--- src/rtl/nlfsr_pkg.sv ---
// rtl/nlfsr_pkg.sv - shared state type and constants for the NLFSR sequencer
package nlfsr_pkg;

  localparam int REG_W     = 16;
  localparam int TAP_IDX_W = 8;
  localparam logic [TAP_IDX_W-1:0] TAP_IDX_MAX = 8'h0F;

  typedef enum logic [2:0] {
    IDLE,
    LOAD,
    CLEAR,
    WARMUP,
    RUN,
    ERROR
  } state_t;

  // A tap index must address a bit of the 16-bit state register
  function automatic logic tap_idx_bad(input logic [TAP_IDX_W-1:0] idx);
    return idx > TAP_IDX_MAX;
  endfunction

endpackage

--- src/rtl/nlfsr_cfg_loader.sv ---
// rtl/nlfsr_cfg_loader.sv - byte-serial tap/seed loader with range check
module nlfsr_cfg_loader
  import nlfsr_pkg::*;
#(
  parameter int NUM_OF_TAPS = 15
)
(
  input  logic                             clk,
  input  logic                             res,
  input  logic                             accept,
  input  logic                             first,
  input  logic [TAP_IDX_W-1:0]             data,
  output logic [NUM_OF_TAPS*TAP_IDX_W-1:0] co_buf,
  output logic [REG_W-1:0]                 seed,
  output logic                             done,
  output logic                             bad
);

  localparam int IDX_W = $clog2(NUM_OF_TAPS + 2);
  localparam logic [IDX_W-1:0] SEED_LO = IDX_W'(NUM_OF_TAPS);
  localparam logic [IDX_W-1:0] SEED_HI = IDX_W'(NUM_OF_TAPS + 1);

  logic [IDX_W-1:0] cnt;
  logic [IDX_W-1:0] idx;
  logic             bad_acc;
  logic             tap_err;

  // The first byte of a load always lands at index 0, whatever the counter holds
  assign idx     = first ? '0 : cnt;
  assign tap_err = (idx < SEED_LO) && tap_idx_bad(data);
  assign done    = accept && (idx == SEED_HI);
  // Evaluated on the seed MSB: any earlier bad tap, or an all-zero seed
  assign bad     = bad_acc || ({data, seed[TAP_IDX_W-1:0]} == '0);

  // Capture each accepted byte into its tap slot or seed half
  always_ff @(posedge clk or negedge res) begin
    if (!res) begin
      cnt     <= '0;
      bad_acc <= 1'b0;
      co_buf  <= '0;
      seed    <= '0;
    end else if (accept) begin
      cnt     <= idx + 1'b1;
      bad_acc <= (first ? 1'b0 : bad_acc) | tap_err;
      for (int i = 0; i < NUM_OF_TAPS; i++) begin
        if (idx == IDX_W'(i)) co_buf[i*TAP_IDX_W +: TAP_IDX_W] <= data;
      end
      if (idx == SEED_LO) seed[TAP_IDX_W-1:0]     <= data;
      if (idx == SEED_HI) seed[REG_W-1:TAP_IDX_W] <= data;
    end
  end

endmodule

--- src/rtl/nlfsr_ctrl.sv ---
// rtl/nlfsr_ctrl.sv - NLFSR sequencer top; NLFSR_CTRL_PERIOD_CHECK_EN adds period_hit/period_len
module nlfsr_ctrl
  import nlfsr_pkg::*;
#(
  parameter int NUM_OF_TAPS  = 15,
  parameter int WARMUP_STEPS = 32,
  parameter int CNT_W        = 16
)
(
  input  logic                             clk,
  input  logic                             res,
  input  logic                             cfg_valid,
  output logic                             cfg_ready,
  input  logic [TAP_IDX_W-1:0]             cfg_data,
  input  logic                             start,
  input  logic                             stop,
  output logic [NUM_OF_TAPS*TAP_IDX_W-1:0] co_buf,
  output logic [REG_W-1:0]                 nlfsr_reg,
  output logic                             taps_clr,
  input  logic                             fb_in,
  output logic                             out_valid,
  input  logic                             out_ready,
  output logic                             out_bit,
  output logic                             busy,
  output logic                             err
`ifdef NLFSR_CTRL_PERIOD_CHECK_EN
  ,
  output logic                             period_hit,
  output logic [CNT_W-1:0]                 period_len
`endif
);

  localparam logic [CNT_W-1:0] WARM_LAST =
    CNT_W'((WARMUP_STEPS > 0) ? WARMUP_STEPS - 1 : 0);

  state_t           state;
  logic             phase_b;
  logic             cfg_loaded;
  logic [CNT_W-1:0] warm_cnt;
  logic             ld_accept;
  logic             ld_first;
  logic             ld_done;
  logic             ld_bad;
  logic [REG_W-1:0] seed;
  logic [REG_W-1:0] step_val;

  // Bytes are taken in IDLE (as tap 1) and LOAD; a stop aborts without consuming
  assign ld_first  = (state == IDLE);
  assign ld_accept = cfg_valid && !stop && ((state == IDLE) || (state == LOAD));
  assign step_val  = {fb_in, nlfsr_reg[REG_W-1:1]};
  assign out_bit   = nlfsr_reg[0];

  nlfsr_cfg_loader #(
    .NUM_OF_TAPS(NUM_OF_TAPS)
  ) u_loader (
    .clk    (clk),
    .res    (res),
    .accept (ld_accept),
    .first  (ld_first),
    .data   (cfg_data),
    .co_buf (co_buf),
    .seed   (seed),
    .done   (ld_done),
    .bad    (ld_bad)
  );

  // Main sequencer: load, clear, warm-up and handshaked keystream run
  always_ff @(posedge clk or negedge res) begin
    if (!res) begin
      state      <= IDLE;
      phase_b    <= 1'b0;
      warm_cnt   <= '0;
      nlfsr_reg  <= '0;
      cfg_ready  <= 1'b0;
      taps_clr   <= 1'b1;
      out_valid  <= 1'b0;
      busy       <= 1'b0;
      err        <= 1'b0;
      cfg_loaded <= 1'b0;
    end else if (stop && busy) begin
      state     <= IDLE;
      phase_b   <= 1'b0;
      cfg_ready <= 1'b0;
      taps_clr  <= 1'b1;
      out_valid <= 1'b0;
      busy      <= 1'b0;
    end else begin
      case (state)
        IDLE: begin
          if (stop) begin
            state <= IDLE;
          end else if (cfg_valid) begin
            state      <= LOAD;
            cfg_ready  <= 1'b1;
            busy       <= 1'b1;
            cfg_loaded <= 1'b0;
          end else if (start && cfg_loaded) begin
            state <= CLEAR;
            busy  <= 1'b1;
          end
        end
        LOAD: begin
          if (ld_done) begin
            cfg_ready <= 1'b0;
            busy      <= 1'b0;
            if (ld_bad) begin
              state <= ERROR;
              err   <= 1'b1;
            end else begin
              state      <= IDLE;
              cfg_loaded <= 1'b1;
            end
          end
        end
        CLEAR: begin
          nlfsr_reg <= seed;
          phase_b   <= 1'b0;
          warm_cnt  <= '0;
          taps_clr  <= 1'b0;
          state     <= (WARMUP_STEPS == 0) ? RUN : WARMUP;
        end
        WARMUP: begin
          if (!phase_b) begin
            phase_b <= 1'b1;
          end else begin
            nlfsr_reg <= step_val;
            phase_b   <= 1'b0;
            if (warm_cnt == WARM_LAST) state <= RUN;
            else warm_cnt <= warm_cnt + 1'b1;
          end
        end
        RUN: begin
          if (!phase_b) begin
            phase_b   <= 1'b1;
            out_valid <= 1'b1;
          end else if (out_ready) begin
            nlfsr_reg <= step_val;
            phase_b   <= 1'b0;
            out_valid <= 1'b0;
          end
        end
        ERROR: begin
          if (stop) begin
            state      <= IDLE;
            err        <= 1'b0;
            cfg_loaded <= 1'b0;
          end
        end
        default: state <= IDLE;
      endcase
    end
  end

`ifdef NLFSR_CTRL_PERIOD_CHECK_EN
  logic [CNT_W-1:0] run_steps;
  logic [CNT_W-1:0] steps_next;
  logic             run_step;

  assign run_step   = (state == RUN) && phase_b && out_ready && !stop;
  assign steps_next = (run_steps == '1) ? run_steps : run_steps + 1'b1;

  // Count RUN steps until the state comes back to the seed; saturate otherwise
  always_ff @(posedge clk or negedge res) begin
    if (!res) begin
      run_steps  <= '0;
      period_hit <= 1'b0;
      period_len <= '0;
    end else if (state == CLEAR) begin
      run_steps  <= '0;
      period_hit <= 1'b0;
      period_len <= '0;
    end else if (run_step && !period_hit) begin
      run_steps <= steps_next;
      if (step_val == seed) begin
        period_hit <= 1'b1;
        period_len <= steps_next;
      end else if (steps_next == '1) begin
        period_len <= '1;
      end
    end
  end
`endif

endmodule
--- config.mk ---
export PLATFORM = sky130hd
export DESIGN_NAME = nlfsr_ctrl
export DESIGN_NICKNAME = d
export VERILOG_FILES = /design/src/rtl/nlfsr_pkg.sv /design/src/rtl/nlfsr_cfg_loader.sv /design/src/rtl/nlfsr_ctrl.sv
export SDC_FILE = /design/constraint.sdc
export NUM_CORES = 1
export LEC_CHECK = 0
export ABC_AREA = 1
export CAP_MARGIN = 10
export CORE_MARGIN = 3
export CORE_UTILIZATION = 30
export DETAILED_ROUTE_END_ITERATION = 12
export GPL_ROUTABILITY_DRIVEN = 1
export PLACE_DENSITY_LB_ADDON = 0.1
export SYNTH_ARGS = -nofsm -noshare
export SYNTH_HDL_FRONTEND = slang
export SYNTH_SLANG_ARGS = --single-unit
--- constraint.sdc ---
create_clock -name clk -period 4.3 [get_ports clk]
set_input_delay 0.86 -clock clk [delete_from_list [all_inputs] [get_ports clk]]
set_output_delay 0.86 -clock clk [all_outputs]
set_load 0.05 [all_outputs]
==> results_dict.tcl, run 1 <==
set metrics [dict create \
    yosysMostFrequentCell "nand2_1" \
    timing.final.crit_share_pct 62.18 \
    io_buffers 156 \
    syn_nets 902 \
    max_freq_mhz 374.0 \
    layout_min_cycle_time_ps 2674 \
    fillCellCount 2648 \
    synth_simple_gate_area_share_pct 21.42 \
    largest-register "u_loader.co_buf" \
    htree_levels 4 \
    drive_gt1_share_pct 10.19 \
    pwr-share-clk_pct 24.0 \
    largest_reg_flops 120 \
    drtPass1Iterations 4 \
    synth-seq-area-share_pct 56.61 \
    leakage_nw 4.629 \
    crit_family "simple AND/OR/NAND/NOR gates" \
    clockBufferDepth 2 \
    gp_congestion 0.8156 \
    via_per_inst 4.467 \
    crit_buf_inv 3 \
    drv_cap 0 \
    p_int_mw 3.619 \
    antenna_found_initial 0 \
    async_reset_ff_share_pct 100.0 \
    power_switching_mw 2.713 \
    arrival_ps 3020 \
    hold_viol_final 0 \
    r2r_setup_slack_ps 1630 \
    synth_top_family_by_area "simple AND/OR/NAND/NOR gates" \
    slowest_delay_ps 560 \
    synth.top_cell.area_share_pct 56.29 \
    ant_nets 0 \
    seq_power_share_pct 35.9 \
    fin_setup_tns_ps 0 \
    start_util_pct 30.87 \
    synth_flop_cell "dfrtp_1" \
    grt_max_degree 80 \
    crit_top_cell "inv_1" \
    diodes 0 \
    grt_first_pass_wirelength_um 35310 \
    rsz0062_at_grt "false" \
    final_cell_area_um2 10460 \
    clock_latency_ps 430 \
    powerDensity_nw_per_um2 605.1 \
    synthAdderAreaFrac_pct 0.7690 \
    ir_worst_vdd_mv 0.2849 \
    synth_compound_area_share_pct 14.04 \
    drt-total-wl_um 22070 \
    grt_pass1_vias 6166 \
    synth_xor_area_share_pct 1.184 \
    drc_errors 0 \
    switching_share_pct 42.85 \
    syn2layout_area_growth_pct 28.62 \
    slowest_stage "dfrtp_1" \
    post_synth_mux_area_share_pct 0.3691 \
    drv_slew 0 \
    wire_per_inst_um 16.05 \
    r2r-end "state[0]" \
    grtUsageTotal_pct 15.57 \
    die_x_um 170.7 \
    hold_path_class "in2async" \
    rr_startpoint "state[0]" \
    critPathKind "reg2reg" \
    placed_area_um2 9902 \
    outcome "finished clean" \
    startpoint_type "flip-flop" \
    die_area_um2 29130 \
    syn_area_um2 8135 \
    rows 59 \
    synth_area_leaders "dfrtp_1, nand2_1, nor2_1, o21ai_0, o21ai_1" \
    synth_cells 882 \
    grt_overflow 0 \
    clock-sinks 184 \
    yosysTopAreaCell "dfrtp_1" \
    dr_total_vias 6142 \
    pin_count 157 \
    skew_ps 15.58 \
    cp-end-kind "flip-flop" \
    synth_edf_count 0 \
    yosysWarnings 0 \
    path_max_fanout 18 \
    cts_made_buffers 17 \
    maxSlewHeadroom_pct 35.94 \
    clkSlewWorstSetupHoldPaths_ps 80 \
    worstMarginPinSlew_ps 954.5 \
    yosys-top-cells-count "nand2_1, dfrtp_1, nor2_1" \
    tritoncts "done" \
    die_h_um 170.7 \
    synth.avg_cell_area_um2 9.224 \
    root_buffer "clkbuf_16" \
    cts_hold_buf 0 \
    yosysUniqueCellTypes 38 \
    setup_viol 0 \
    p_comb_share_pct 40.1 \
    ys_ff_latch 184 \
    core_um2 26350 \
    drt_iter0_drc 405 \
    post_cts_resized 0 \
    dpl.hpwl_um 15350 \
    worst_r2r_path_depth 13 \
    nets 1048 \
    cts_setup_buffers 0 \
    critPathRequiredTime_ps 4640 \
    path_cells "nor2_4, nand2_4, inv_1, nor2_1, inv_1, ha_1, inv_1, nor2_1, nand3_2, nand3_1, nand2_1, nand2_1, o21ai_1" \
]
[worst max-delay path by stage]
| stage | startpoint | to | slack (ps) | depth (start not counted) |
|---|---|---|---|---|
| after detailed placement | stop | u_loader.co_buf[26] | 1190 | 7 |
| after CTS | state[0] | nlfsr_reg[5] | 1610 | 8 |
| after global routing | state[0] | state[2] | 1310 | 13 |
| after floorplan | cfg_valid | u_loader.co_buf[110] | 2150 | 10 |
| final | state[0] | state[0] | 1630 | 13 |
| after global placement | stop | u_loader.co_buf[25] | 1250 | 7 |
[area by class of cell]
cell class	instances	area [µm²]	share of cell area (%)
Clock buffer	18	429.2	4.101
Clock inverter	13	132.6	1.267
Inverter	50	187.7	1.794
Sequential cell	184	4606	44.02
Multi-Input combinational cell	612	3074	29.38
Tap cell	335	419.2	4.006
Timing Repair Buffer	163	1615	15.44
[routing by layer]
metal  wire, µm  global-route usage (%)
met1      10610                   21.99
met2       9926                   23.68
met3       1376                   5.083
met4        154                   2.822
met5          0                       0
[logic make-up (layout without fill, tap and decap cells)]
group | count (synthesis) | in the layout
AO/OA/AOI/OAI | 198 | 198
XOR/XNOR | 11 | 11
adder cells (fa/ha/maj) | 5 | 5
buffers and inverters | 86 | 244
flip-flops | 184 | 184
multiplexers | 3 | 3
AND/OR/NAND/NOR | 395 | 395
[metrics by stage]
stage	hold slack, ps	utilization (%)	worst slack, ps	std cells	total power, mW
after detailed placement	470.4	37.57	1190	1344	4.877
final	421.2	39.70	1626	1375	6.332
after global placement	456.8	37.57	1250	1344	4.876
after floorplan	445.7	-	2153	882	4.088
after global routing	477.1	39.70	1307	1375	6.725
after CTS	475.2	39.70	1606	1375	6.418
[power by group through the flow]
stage          combinational (mW)  clock (mW)  sequential (mW)
2_1_floorplan               0.968           0             3.12
4_1_cts                      2.57        1.57             2.28
5_1_grt                      2.77        1.63             2.32
6_report                     2.54        1.52             2.27
3_3_place_gp                 2.56           0             2.31
3_5_place_dp                 2.57           0             2.31
[placed cells by master, fill, tap and decap left out, drive strengths merged]
cell type / n
inv: 56
nand3b: 1
o21bai: 2
clkinv: 6
nand4: 7
o21a: 7
nand3: 25
xor2: 7
nor3: 10
nand2: 236
o211ai: 1
clkbuf: 18
ha: 5
mux2i: 3
xnor2: 4
clkinvlp: 1
o22ai: 1
or2: 1
a21oi: 36
dfrtp: 183
o21ai: 149
clkdlybuf4s50: 155
buf: 8
dfstp: 1
nor2: 115
o31ai: 2
Power figures use the tool's default switching activity.
==> inputs of run 2 (changes only) <==
==> constraint.sdc (replaced) <==
create_clock -name clk -period 2.8 [get_ports clk]
set_input_delay 0.56 -clock clk [delete_from_list [all_inputs] [get_ports clk]]
set_output_delay 0.56 -clock clk [all_outputs]
set_load 0.05 [all_outputs]
==> results_dict.tcl, run 2 (same netlist as run 1, synthesis figures left out) <==
set metrics [dict create \
    drtPass1Iterations 4 \
    clock_latency_ps 430 \
    power_switching_mw 4.077 \
    largest_reg_flops 120 \
    fin_util_pct 40.64 \
    p_int_mw 6.016 \
    worstMarginPinSlew_ps 588.0 \
    drt_iter0_drc 370 \
    slowest_delay_ps 450 \
    die_x_um 170.7 \
    drive_gt1_share_pct 11.65 \
    syn2layout_area_growth_pct 31.65 \
    path_cells "inv_2, nand2_4, inv_1, nor2_1, ha_1, inv_1, nor3_2, nand2_1, nand2_1, o21ai_1" \
    htree_levels 4 \
    cts_hold_buf 0 \
    stdcell_count 1391 \
    outcome "finished clean" \
    nets 1066 \
    ant_nets 0 \
    hold_ws_ps 100.6 \
    maxSlewHeadroom_pct 60.68 \
    crit_family "simple AND/OR/NAND/NOR gates" \
    layout_min_cycle_time_ps 2444 \
    grt_max_degree 58 \
    tritoncts "done" \
    timing.final.crit_share_pct 87.30 \
    startpoint_type "flip-flop" \
    skew_ps 16.30 \
    slowest_stage "dfrtp_1" \
    root_buffer "clkbuf_16" \
    wire_per_inst_um 16.24 \
    critPathRequiredTime_ps 3090 \
    final_cell_mix "nand2_1, dfrtp_1, clkdlybuf4s50_1, nor2_1, o21ai_0" \
    clockBufferDepth 2 \
    drv_slew 0 \
    grt_overflow 0 \
    dr_total_vias 6219 \
    setup_viol 0 \
    arrival_ps 2730 \
    antenna_found_initial 0 \
    diodes 0 \
    hold_viol_final 0 \
    r2r_setup_slack_ps 360 \
    seq_power_share_pct 34.4 \
    critPathKind "reg2reg" \
    drv_cap 0 \
    max_freq_mhz 409.1 \
    hold_path_class "in2async" \
    fin_setup_tns_ps 0 \
    grt_pass1_vias 6174 \
    path_max_fanout 17 \
    rows 59 \
    switching_share_pct 40.40 \
    start_util_pct 30.87 \
    drt-total-wl_um 22590 \
    p_comb_share_pct 39.2 \
    grt_first_pass_wirelength_um 36000 \
    placed_area_um2 10070 \
    pwr-share-clk_pct 26.4 \
    cp-end-kind "flip-flop" \
    powerDensity_nw_per_um2 942.3 \
    largest-register "u_loader.co_buf" \
    clkSlewWorstSetupHoldPaths_ps 70 \
    die_area_um2 29130 \
    final_cell_area_um2 10710 \
    clock-sinks 184 \
    pin_count 157 \
    ir_worst_vdd_mv 0.6644 \
    grtUsageTotal_pct 15.95 \
    dpl.hpwl_um 15690 \
    leakage_nw 4.771 \
    io_buffers 156 \
    rsz0062_at_grt "false" \
    placedCellCount 1362 \
    cts_setup_buffers 0 \
    core_um2 26350 \
    final_common_cell "nand2_1" \
    via_per_inst 4.471 \
    gp_congestion 0.8081 \
    crit_buf_inv 3 \
    die_h_um 170.7 \
    post_cts_resized 0 \
    cts_made_buffers 17 \
    drc_errors 0 \
]
[run 2: final timing paths]
| path | start | end | cells after the start |
|---|---|---|---|
| worst max-delay path | state[2] | u_loader.seed[1] | 10 |
| worst min-delay path | res | u_loader.co_buf[81] | 1 |
| worst max register to register | state[2] | u_loader.seed[1] | 10 |
| worst min register to register | u_loader.co_buf[117] | u_loader.co_buf[117] | 2 |
| max in group asynchronous | res | u_loader.co_buf[10] | 2 |
| min in group clk | u_loader.co_buf[117] | u_loader.co_buf[117] | 2 |
[run 2: power by group through the flow]
stage               Sequential, mW  Clock [mW]  Combinational [mW]
detailed placement            3.53           0                3.99
global placement              3.53           0                3.98
finish                        3.47        2.67                3.95
CTS                           3.49        2.75                4.00
floorplan                     4.79           0                1.49
global route                  3.55        2.86                4.28
[run 2: worst register-to-register path, cell delays in order, from the launching register on]
cell     delay [ps]
dfrtp_1         450
inv_2           110
nand2_4         180
inv_1           140
nor2_1          250
ha_1            200
inv_1           110
nor3_2          270
nand2_1         380
nand2_1         160
o21ai_1          70
[run 2: metrics by stage]
stage	setup WS, ps	power [mW]
finish	355.7	10.09
floorplan	711.3	6.278
CTS	376.2	10.24
global placement	317.7	7.514
global route	89.03	10.69
detailed placement	293.2	7.522
[run 2: layout make-up]
cell class	instances	area (µm²)
Clock inverter	12	210.2
Inverter	50	187.7
Multi-Input combinational cell	612	3074
Fill cell	2661	15640
Timing Repair Buffer	181	1788
Clock buffer	17	425.4
Sequential cell	184	4606
Tap cell	335	419.2
[run 2: routing by layer]
layer | global-route usage [%] | routed length (µm) | vias up
met2 | 24.13 | 10220 | 109
met5 | 0 | 0 | -
met3 | 5.152 | 1373 | 10
li1 | - | - | 3200
met4 | 3.492 | 180 | 0
met1 | 22.46 | 10820 | 2900
==> inputs of run 3 (changes only) <==
--- a/config.mk
+++ b/config.mk
@@ -12,6 +12,7 @@
 export DETAILED_ROUTE_END_ITERATION = 12
 export GPL_ROUTABILITY_DRIVEN = 1
 export PLACE_DENSITY_LB_ADDON = 0.1
+export SETUP_SLACK_MARGIN = 0.2
 export SYNTH_ARGS = -nofsm -noshare
 export SYNTH_HDL_FRONTEND = slang
 export SYNTH_SLANG_ARGS = --single-unit
==> constraint.sdc (replaced) <==
create_clock -name clk -period 2.3 [get_ports clk]
set_input_delay 0.46 -clock clk [delete_from_list [all_inputs] [get_ports clk]]
set_output_delay 0.46 -clock clk [all_outputs]
set_load 0.05 [all_outputs]
==> results_dict.tcl, run 3 (same netlist as run 1, synthesis figures left out) <==
set metrics [dict create \
    outcome "finished clean" \
    grtUsageTotal_pct 16.02 \
    hold_path_class "in2async" \
    tritoncts "done" \
    ir_worst_vdd_mv 0.5865 \
    critPathKind "reg2out" \
    stdcell_count 1405 \
    drtPass1Iterations 5 \
    path_cells "clkdlybuf4s50_1" \
    cts_made_buffers 17 \
    final_cell_mix "nand2_1, dfrtp_1, nor2_1, o21ai_0, dlygate4sd2_1" \
    maxSlewHeadroom_pct 42.05 \
    rsz0062_at_grt "false" \
    setup_viol 0 \
    layout_min_cycle_time_ps 2056 \
    power_mw 11.94 \
    timing.final.crit_share_pct 89.40 \
    hold_viol_final 0 \
    rr_startpoint "state[1]" \
    pin_count 157 \
    largest_reg_flops 120 \
    grt_overflow 0 \
    nets 1077 \
    cp-end-kind "primary output" \
    startpoint_type "flip-flop" \
    path_max_fanout 2 \
    crit_family "buffers and inverters" \
    drv_slew 0 \
    diodes 0 \
    dpl.hpwl_um 15870 \
    via_per_inst 4.501 \
    fin_util_pct 41.45 \
    slowest_stage "clkdlybuf4s50_1" \
    drt-total-wl_um 22620 \
    drt_iter0_drc 339 \
    wire_per_inst_um 16.10 \
    skew_ps 13.27 \
    die_h_um 170.7 \
    fillCellCount 2706 \
    grt_pass1_vias 6116 \
    htree_levels 4 \
    drc_errors 0 \
    r2r-end "u_loader.co_buf[3]" \
    worst_r2r_path_depth 12 \
    register_area_um2 4607 \
    drive_gt1_share_pct 12.99 \
    root_buffer "clkbuf_16" \
    arrival_ps 1600 \
    clkSlewWorstSetupHoldPaths_ps 80 \
    leakage_nw 6.109 \
    multi_input_area_um2 3094 \
    crit_buf_inv 1 \
    dr_total_vias 6324 \
    post-place-ws_ps 3.580 \
    start_util_pct 30.87 \
    drv_cap 0 \
    die_x_um 170.7 \
    clockBufferDepth 2 \
    largest-register "u_loader.co_buf" \
    critPathRequiredTime_ps 1840 \
    rows 59 \
    grt_first_pass_wirelength_um 36110 \
    max_freq_mhz 486.3 \
    final_common_cell "nand2_1" \
    grt_max_degree 80 \
    slowest_delay_ps 810 \
    core_um2 26350 \
    clock-sinks 184 \
    powerDensity_nw_per_um2 1093 \
    worstMarginPinSlew_ps 868.3 \
    gp_congestion 0.8191 \
    ant_nets 0 \
    r2r_setup_slack_ps 400 \
    clock_latency_ps 430 \
    die_area_um2 29130 \
    setup_ws_ps 243.8 \
    placedCellCount 1372 \
    antenna_found_initial 0 \
    syn2layout_area_growth_pct 34.28 \
    io_buffers 156 \
]
[run 3: cell count changes in the layout (fill, tap and decap cells not counted), moves of 3 or more]
cell / change
clkinvlp_4: +3
bufinv_16: -4
buf_12: +8
clkdlybuf4s50_1: -133
dlygate4sd2_1: +70
dlymetal6s2s_1: +63
[run 3: timing repair]
action	in CTS	in global routing
setup endpoints to repair	73	127
endpoints found under the hold margin	2	0
hold buffers	1	0
gates resized for setup	71	69
setup buffers	0	0
[run 3: cell type report]
cell class / count / area share, %
Inverter: 50 / 1.718
Timing Repair Buffer: 192 / 18.70
Multi-Input combinational cell: 612 / 28.32
Sequential cell: 184 / 42.17
Tap cell: 335 / 3.837
Clock inverter: 13 / 1.283
Clock buffer: 19 / 3.963
[run 3: per-stage QoR]
| step | setup TNS, ps | instance area (µm²) | hold WS [ps] |
|---|---|---|---|
| 5_1_grt | 0 | 10920 | 356.0 |
| 4_1_cts | 0 | 10750 | 350.3 |
| 2_1_floorplan | 0 | 8135 | 164.4 |
| 3_5_place_dp | 0 | 10250 | 255.8 |
| 3_3_place_gp | -30.21 | 10250 | 255.8 |
| 6_report | 0 | 10920 | 370.0 |
[run 3: how the worst max path moves through the flow]
stage / startpoint / endpoint / slack, ps / cells after the start
3_5_place_dp: cfg_valid / u_loader.co_buf[85] / 4 / 11
2_1_floorplan: state[0] / state[1] / 210 / 15
5_1_grt: u_loader.co_buf[32] / co_buf[32] / 200 / 1
4_1_cts: u_loader.co_buf[110] / co_buf[110] / 200 / 1
3_3_place_gp: cfg_valid / u_loader.co_buf[51] / -9 / 10
6_report: u_loader.co_buf[106] / co_buf[106] / 240 / 1
[run 3: worst register-to-register path, stage by stage (launching register included)]
cell and delay, ps:
dfrtp_2 460, nor2_4 120, nand2_4 60, inv_2 90
nor2_1 70, inv_1 80, ha_1 170, inv_1 70
buf_4 150, nor2_8 180, nand2_4 150, nand2_1 90
o21ai_0 70
[run 3: metal layers]
metal  up-vias  part of all wire, %  track usage [%]  wire length, µm
met1      2969                   47            22.32            10710
met4         0                 0.76            3.633              172
li1       3232                    -                -                -
met2       113                   46            24.62            10510
met3        10                  5.4            4.921             1231
met5         -                    0                0                0
[run 3: where the power goes]
part / switching (mW) / internal (mW)
logic: 3.33 / 1.48
registers: 0.370 / 3.84
clock network: 1.38 / 1.53
total: 5.09 / 6.85
